File: config.mk
export PLATFORM = sky130hd
export DESIGN_NAME = keypad_scan
export DESIGN_NICKNAME = d
export VERILOG_FILES = /design/src/rtl/keypad_pkg.sv /design/src/rtl/keypad_tick.sv /design/src/rtl/keypad_scan.sv
export SDC_FILE = /design/constraint.sdc
export NUM_CORES = 1
export LEC_CHECK = 0
export ABC_AREA = 1
export ABC_CLOCK_PERIOD_IN_PS = 3200
export CAP_MARGIN = 10
export CORE_MARGIN = 2
export CORE_UTILIZATION = 59
export CTS_CLUSTER_SIZE = 40
export DETAILED_ROUTE_END_ITERATION = 12
export PLACE_DENSITY = 0.9
export SKIP_CTS_REPAIR_TIMING = 1
export SLEW_MARGIN = 20
export SYNTH_ARGS = -nofsm -noshare
export SYNTH_HDL_FRONTEND = slang
export SYNTH_SLANG_ARGS = --single-unit
File: constraint.sdc
create_clock -name Clk -period 3.2 [get_ports Clk]
set_clock_uncertainty 0.2 [all_clocks]
set_input_delay 0.64 -clock Clk [delete_from_list [all_inputs] [get_ports Clk]]
set_output_delay 0.64 -clock Clk [all_outputs]
set_load 0.02 [all_outputs]
File: src/rtl/keypad_pkg.sv
// keypad_pkg: shared FSM encoding, default timing and key-map table for the keypad scanner
package keypad_pkg;
  typedef enum logic [1:0] {SCAN = 2'd0, DEBOUNCE = 2'd1, HOLD = 2'd2} state_t;
  localparam logic [15:0] SCAN_DIV_DEF = 16'd50000;
  localparam logic [3:0]  DB_CNT_DEF   = 4'd4;
  // nibble {row,col} holds the hex code of that key; row 0 is the least significant group
  localparam logic [63:0] KEY_MAP = 64'hDEF0_C987_B654_A321;
  // maps a column index and a single-low row pattern to its hex code
  function automatic logic [3:0] key_code(input logic [1:0] c, input logic [3:0] r);
    logic [1:0] ri;
    ri = !r[0] ? 2'd0 : !r[1] ? 2'd1 : !r[2] ? 2'd2 : 2'd3;
    return KEY_MAP[{ri, c, 2'b00} +: 4];
  endfunction
endpackage

File: src/rtl/keypad_tick.sv
// keypad_tick: free-running prescaler producing a one-cycle scan tick every SCAN_DIV clocks
module keypad_tick import keypad_pkg::*; #(
  parameter logic [15:0] SCAN_DIV = SCAN_DIV_DEF
) (
  input  logic Clk,
  input  logic Rst,
  output logic tick
);
  logic [15:0] cnt;
  assign tick = cnt == SCAN_DIV - 16'd1;
  // count 0..SCAN_DIV-1 and wrap on the tick cycle
  always_ff @(posedge Clk or negedge Rst)
    if (!Rst) cnt <= '0;
    else cnt <= tick ? '0 : cnt + 16'd1;
endmodule

File: src/rtl/keypad_scan.sv
// keypad_scan: 4x4 keypad column scanner with row synchronizer, press/release debounce and key decode
module keypad_scan import keypad_pkg::*; #(
  parameter logic [15:0] SCAN_DIV = SCAN_DIV_DEF,
  parameter logic [3:0]  DB_CNT   = DB_CNT_DEF
) (
  input  logic       Clk,
  input  logic       Rst,
  input  logic [3:0] row,
  output logic [3:0] col,
  output logic [3:0] key,
  output logic       key_valid,
  output logic       key_held
);
  state_t     state, state_n;
  logic       tick, one_low, valid_n, held_n;
  logic [1:0] idx, idx_n;
  logic [3:0] row_m, row_s, cand_row, cand_row_n, cand_key, cand_key_n;
  logic [3:0] mcnt, mcnt_n, rcnt, rcnt_n, key_n;

  keypad_tick #(.SCAN_DIV(SCAN_DIV)) u_tick (.Clk, .Rst, .tick);

  assign col     = ~(4'b0001 << idx);
  assign one_low = $onehot(~row_s);

  // two-flop synchronizer for the asynchronous, idle-high row lines
  always_ff @(posedge Clk or negedge Rst)
    if (!Rst) begin
      row_m <= '1;
      row_s <= '1;
    end else begin
      row_m <= row;
      row_s <= row_m;
    end

  // next-state: scan until a single row is low, debounce the press, then debounce the release
  always_comb begin
    state_n    = state;
    idx_n      = idx;
    cand_row_n = cand_row;
    cand_key_n = cand_key;
    mcnt_n     = mcnt;
    rcnt_n     = rcnt;
    key_n      = key;
    valid_n    = 1'b0;
    held_n     = key_held;
    if (tick)
      case (state)
        SCAN:
          if (one_low) begin
            cand_row_n = row_s;
            cand_key_n = key_code(idx, row_s);
            mcnt_n     = 4'd1;
            state_n    = DEBOUNCE;
          end else idx_n = idx + 2'd1;
        DEBOUNCE:
          if (row_s == cand_row) mcnt_n = mcnt + 4'd1;
          else begin
            state_n = SCAN;
            idx_n   = idx + 2'd1;
          end
        HOLD: begin
          rcnt_n = (row_s == 4'hF) ? rcnt + 4'd1 : 4'd0;
          if (rcnt_n == DB_CNT) begin
            state_n = SCAN;
            idx_n   = idx + 2'd1;
            held_n  = 1'b0;
            rcnt_n  = 4'd0;
          end
        end
        default: state_n = SCAN;
      endcase
    if (state_n == DEBOUNCE && mcnt_n == DB_CNT) begin
      state_n = HOLD;
      key_n   = cand_key_n;
      valid_n = 1'b1;
      held_n  = 1'b1;
      rcnt_n  = 4'd0;
    end
  end

  // state, counters and registered outputs
  always_ff @(posedge Clk or negedge Rst)
    if (!Rst) begin
      state     <= SCAN;
      idx       <= '0;
      cand_row  <= '1;
      cand_key  <= '0;
      mcnt      <= '0;
      rcnt      <= '0;
      key       <= '0;
      key_valid <= 1'b0;
      key_held  <= 1'b0;
    end else begin
      state     <= state_n;
      idx       <= idx_n;
      cand_row  <= cand_row_n;
      cand_key  <= cand_key_n;
      mcnt      <= mcnt_n;
      rcnt      <= rcnt_n;
      key       <= key_n;
      key_valid <= valid_n;
      key_held  <= held_n;
    end
endmodule

**Word level (Yosys, flattened, before mapping)**

Cells that the tools add are included.

- Flip-flop bits (word level): 50
- Input port bits: 6
- Output and inout bits: 10

- Add/subtract/negate cells: 7
- Eq/ne operators: 12
- Shift-type cells: 2
- Multiplexer cells: 31
- Bitwise logic cells: 2
- Reduce and logical (&&, ||, !) cells: 10

Operators by type and width:

| cell | count |
|---|---|
| 64-bit by 7-bit indexed part select with 4-bit output (first input constant) | 1 |
| 4-bit two-way mux | 11 |
| 2-bit two-way mux | 10 |
| 16-bit by 1-bit adder with 16-bit output (second input constant) | 1 |
| 16-bit equality test (second input constant) | 1 |
| 16-bit two-way mux | 1 |
| 2-bit case mux with 3 select lines | 2 |
| 4-bit by 1-bit adder with 4-bit output (second input constant) | 2 |
| 4-bit by 3-bit equality test with 1-bit output (second input constant) | 2 |
| 4-bit NOT | 2 |
| 4-bit case mux with 2 select lines | 1 |
| 1-bit two-way mux | 6 |
| 2-bit != test (second input constant) | 3 |
| 3-bit AND reduction | 2 |
| 2-bit nonzero test | 3 |
| 5-bit AND reduction | 1 |
| 1-bit by 1-bit adder with 2-bit output | 2 |
| 2-bit by 1-bit equality test with 1-bit output (second input constant) | 2 |
| 4-bit equality test | 1 |
| 4-bit equality test (second input constant) | 1 |
| 1-bit by 2-bit left shift with 4-bit output (first input constant) | 1 |
| 2-bit by 2-bit adder with 3-bit output | 1 |
| 3-bit by 1-bit equality test with 1-bit output (second input constant) | 1 |
| 3-bit nonzero test | 1 |
| 5 further kinds | 5 |

**Depth between registers and ports, before layout**

Gate-level depths: netlist of run 1.

- Depth after elaboration: 11
- Mapped depth: 16
- Gate-level depth less buffers: 16

**By module**

A second synthesis of run 1 with hierarchy kept.

- Cell total of the unflattened synthesis: 351
- Area, all modules: 2736.4 um^2

By module, submodules not included:

| module | instances | cells each | area an instance (um^2) |
|---|---|---|---|
| keypad_scan | 1 | 230 | 1859.3 |
| keypad_tick | 1 | 121 | 877.1 |

**Least setup slack after synthesis of run 1**

OpenSTA, ideal clock, no wires.

- Path kind: register to register
- Start: register row_s[1]
- End: register rcnt[3]
- Setup time: 0.122 ns
- Arrival time: 2.386 ns
- Data required time: 2.878 ns
- Slack: 0.492 ns
- Cell stages (with the launch flop): 17
- Buffers on the path: 0
- Period minus slack after synthesis: 2.708 ns
- Cell sequence: dfstp_2 > fa_1 > inv_1 > ha_1 > ha_1 > nor2_1 > nand2_1 > nor2_1 > nor2_1 > nand2_1 > nand2_1 > nor2_1 > nand3_1 > nor2_4 > nand2_4 > inv_6 > nor2_2

- Word-level cells in the longest chain between the ends: 11

Ends and longest elaborated chain:

| item | line | RTL |
|---|---|---|
| from (decl) | keypad_scan.sv:17 | `logic [3:0] row_m, row_s, cand_row, cand_row_n, cand_key, cand_key_n;` |
| from (signal assigned) | keypad_scan.sv:32 | `row_s <= row_m;` |
| 4-bit NOT | keypad_scan.sv:23 | `assign one_low = $onehot(~row_s);` |
| 1-bit by 1-bit adder with 2-bit output (implied by the code) | keypad_scan.sv:23 |  |
| 2-bit by 2-bit adder with 3-bit output (implied by the code) | keypad_scan.sv:23 |  |
| 3-bit by 1-bit equality test with 1-bit output | keypad_scan.sv:23 |  |
| 4-bit two-way mux / 2-bit two-way mux (equally long branches) | keypad_scan.sv:49 | `if (one_low) begin` |
| 4-bit case mux with 2 select lines / 2-bit case mux with 3 select lines (equally long branches) | keypad_scan.sv:47 | `case (state)` |
| 4-bit two-way mux / 2-bit two-way mux (equally long branches) | keypad_scan.sv:46 | `if (tick)` |
| 4-bit by 3-bit equality test with 1-bit output / 2-bit by 1-bit equality test with 1-bit output (equally long branches) | keypad_scan.sv:72 | `if (state_n == DEBOUNCE && mcnt_n == DB_CNT) begin` |
| 1-bit logical AND | keypad_scan.sv:72 |  |
| 2-bit nonzero test (no line) | n/a |  |
| 2-bit AND reduction (no line) | n/a |  |
| to (signal assigned) | keypad_scan.sv:99 | `rcnt <= rcnt_n;` |
| to (decl) | keypad_scan.sv:18 | `logic [3:0] mcnt, mcnt_n, rcnt, rcnt_n, key_n;` |

Several ways; a longest one is shown, not always the timed one. The select of a mux whose other input is x is not followed.
A chain may end at the register's enable or synchronous reset.

**Worst setup path in the final report of run 1**

Ends and elaborated chain as after synthesis.

==> results of run 1 <==
cell usage in the layout (no fill, tap or decap), types with 4 or more instances in the layout:
master | Yosys | layout
nand4_1 | 5 | 5
nor2_1 | 31 | 30
xor2_1 | 4 | 4
ha_1 | 12 | 12
clkdlybuf4s50_1 | 0 | 14
nand3_1 | 25 | 25
inv_2 | 6 | 6
dfrtp_1 | 38 | 38
a21oi_1 | 9 | 9
inv_1 | 47 | 47
clkbuf_8 | 0 | 6
dfstp_2 | 12 | 12
nor2_4 | 5 | 5
nand2_1 | 85 | 84
nand2_2 | 7 | 8
nor2_2 | 6 | 7
o21ai_0 | 19 | 19
final cells by class:
class,instances,area (um2),area share
clock buffers,7,86.3,0.0288
clock inverters,1,5.00,0.00167
well taps,52,65.1,0.0217
repair buffers,16,153,0.0510
flip-flops and latches,50,1270,0.423
multi-input cells,225,1210,0.404
inverters,55,211,0.0706
through the flow:
stage | hold slack [ns] | cells | setup WS, ns | area, um2
2_1_floorplan | 0.144 | 333 | 0.492 | 2710
4_1_cts | 0.129 | 406 | 0.195 | 2990
5_1_grt | 0.158 | 406 | 0.0261 | 3000
6_report | 0.117 | 406 | 0.229 | 3000
3_5_place_dp | 0.147 | 398 | 0.232 | 2900
3_3_place_gp | 0.147 | 398 | 0.360 | 2900
registers in the layout, indices dropped and copies added (netlist names):
name	count
cand_key	4
row_s	4
rcnt	4
state	2
cand_row	4
mcnt	4
idx	2
row_m	4
key_valid	1
key	4
u_tick.cnt	16
key_held	1
routing by layer:
layer  vias up  wire, um
li1       1085         -
met1       995      2230
met2        47      2410
met3        18       133
met4         0       169
met5         -         0
kinds of logic after synthesis:
family | share of synthesized area
AO/OA/AOI/OAI | 0.0739
XOR/XNOR | 0.0162
adder cells (fa/ha/maj) | 0.0628
buffers and inverters | 0.0882
flip-flops | 0.467
multiplexers | 0.00416
AND/OR/NAND/NOR | 0.287
power by group:
part	internal, W	switching [W]	total, W
Clock	0.000174	0.000190	0.000364
Combinational	0.0000187	0.0000382	0.0000569
Sequential	0.000641	0.00000473	0.000646
path summary, 6_finish.rpt:
kind	startpoint	to	slack, ns	depth (start not counted)
min in group Clk	row_m[2]	row_s[2]	0.16	0
worst min register to register	row_m[2]	row_s[2]	0.16	0
worst min-delay path	Rst	u_tick.cnt[14]	0.12	1
max in group asynchronous	Rst	u_tick.cnt[0]	1.97	2
worst max register to register	row_s[1]	rcnt[3]	0.23	16
worst max-delay path	row_s[1]	rcnt[3]	0.23	16
critical path: cells and delay by family (launching register included):
kind                       cells  cell delay (ns)
buffers and inverters          2             0.17
DFF                            1             0.59
and+or+nand+nor               11             1.09
adders and majority gates      3             0.80
==> results.py, run 1 <==
metrics = {
    "drt": {
        "vias": 2145,
        "drcViolationCount": 0,
        "drt_first_pass_iters": 4,
        "wl_per_cell_um": 12.2,
        "viasPerCell": 5.28,
        "final_antenna_net_count": 0,
        "drt_wl_total_um": 4950,
        "drt_iter0_markers": 140,
    },
    "sta": {
        "setup_viol": 0,
        "fin_crit_ns": 2.97,
        "drv_slew": 0,
        "relSlewSlack": 0.628,
        "max_freq_mhz": 337,
        "tns_ns": 0,
        "worstMarginPinSlew_ns": 0.558,
        "finalHoldViolations": 0,
        "rsz0062_at_grt": "no",
        "period_share": 0.928,
    },
    "layout": {
        "area_growth_pct": 10.6,
        "antenna_cells": 0,
        "fillers": 372,
        "drive_gt1_frac": 0.150,
        "final_core_util": 0.683,
        "num-nets-final": 372,
    },
    "power": {
        "p_leak_nw": 1.46,
        "power_density_mw_per_mm2": 356,
        "p_total_w": 0.00107,
        "ir_drop_v": 0.000201,
    },
    "logic_synthesis": {
        "synth_seq_cells": 50,
        "synth_cell_types": 32,
        "synth_edf_count": 0,
        "yosysTopAreaCell": "dfrtp_1",
        "synth_area_leaders": "dfrtp_1 (35%), nand2_1 (12%), dfstp_2 (12%)",
        "seq_area_frac_synth": 0.467,
        "synth_area_per_cell_um2": 8.13,
        "synth_top_cell_area_share": 0.351,
        "synth.top_cells.by_count": "nand2_1 (85), inv_1 (47), dfrtp_1 (38)",
        "synthCells": 333,
        "synth_nets": 352,
        "syn_area_mm2": 0.00271,
        "ys_warn_count": 0,
        "async_flop_share": 1.00,
        "synthFlopType": "dfrtp_1",
        "synth.most_common_cell": "nand2_1",
    },
    "grt": {
        "use_met1": 0.272,
        "use_met2": 0.376,
        "grt_pass1_wl_um": 8880,
        "grt_pass1_vias": 2104,
        "busiest_layer": "met2",
        "grt_antenna_before_repair": 0,
        "grt_use_total": 0.223,
        "overflow": 0,
        "use_met3": 0.0323,
        "grt_max_degree": 27,
    },
    "worst_setup_path": {
        "required_ns": 3.20,
        "crit_path_end_kind": "flip-flop",
        "critPathMaxFanout": 7,
        "critPathMaxStageDelay_ns": 0.59,
        "crit_chain": "fa_1 -> inv_1 -> ha_1 -> ha_1 -> nor2_1 -> nand2_1 -> nor2_2 -> nor2_1 -> nand2_1 -> nand2_1 -> nor2_1 -> nand3_1 -> nor2_4 -> nand2_4 -> inv_6 -> nor2_2",
        "worst_path_max_delay_cell": "dfstp_2",
        "startpoint_type": "flip-flop",
        "critPathKind": "flip-flop to flip-flop",
        "worstPathArrival_ns": 2.97,
    },
    "cts": {
        "cts_inserted_buffers": 5,
        "root_buffer": "clkbuf_8",
        "clkLatencyLatePin_ns": 0.30,
        "cts_max_path_buffers": 2,
        "clkSlewWorstSetupHoldPaths_ns": 0.08,
        "cts_tree": "built",
        "cts_sinks": 50,
        "cts_htree_levels": 2,
    },
    "placed_design": {
        "dp_hpwl_um": 3750,
        "gp_congestion": 0.868,
        "portBuffers": 15,
    },
    "worst_hold_path": {
        "hp-class": "input port to asynchronous set/reset pin",
    },
    "floorplan": {
        "num_rows": 24,
        "start_util": 0.618,
        "ios": 16,
        "die_w_um": 71.8,
        "design.core.area_mm2": 0.00438,
        "dieArea_mm2": 0.00515,
        "die_y_um": 71.8,
    },
    "job": {
        "maxCapViolations": 0,
    },
    "outcome": {
        "outcome": "finished clean",
    },
}
(Power assumes the default switching activity.)
==> run 2, diff against run 1 <==
--- a/config.mk
+++ b/config.mk
@@ -14,7 +14,6 @@
 export DETAILED_ROUTE_END_ITERATION = 12
 export PLACE_DENSITY = 0.9
 export SKIP_CTS_REPAIR_TIMING = 1
-export SLEW_MARGIN = 20
 export SYNTH_ARGS = -nofsm -noshare
 export SYNTH_HDL_FRONTEND = slang
 export SYNTH_SLANG_ARGS = --single-unit
==> results of run 2 <==
No change in the layout: final DEF, timing and power equal those of run 1.
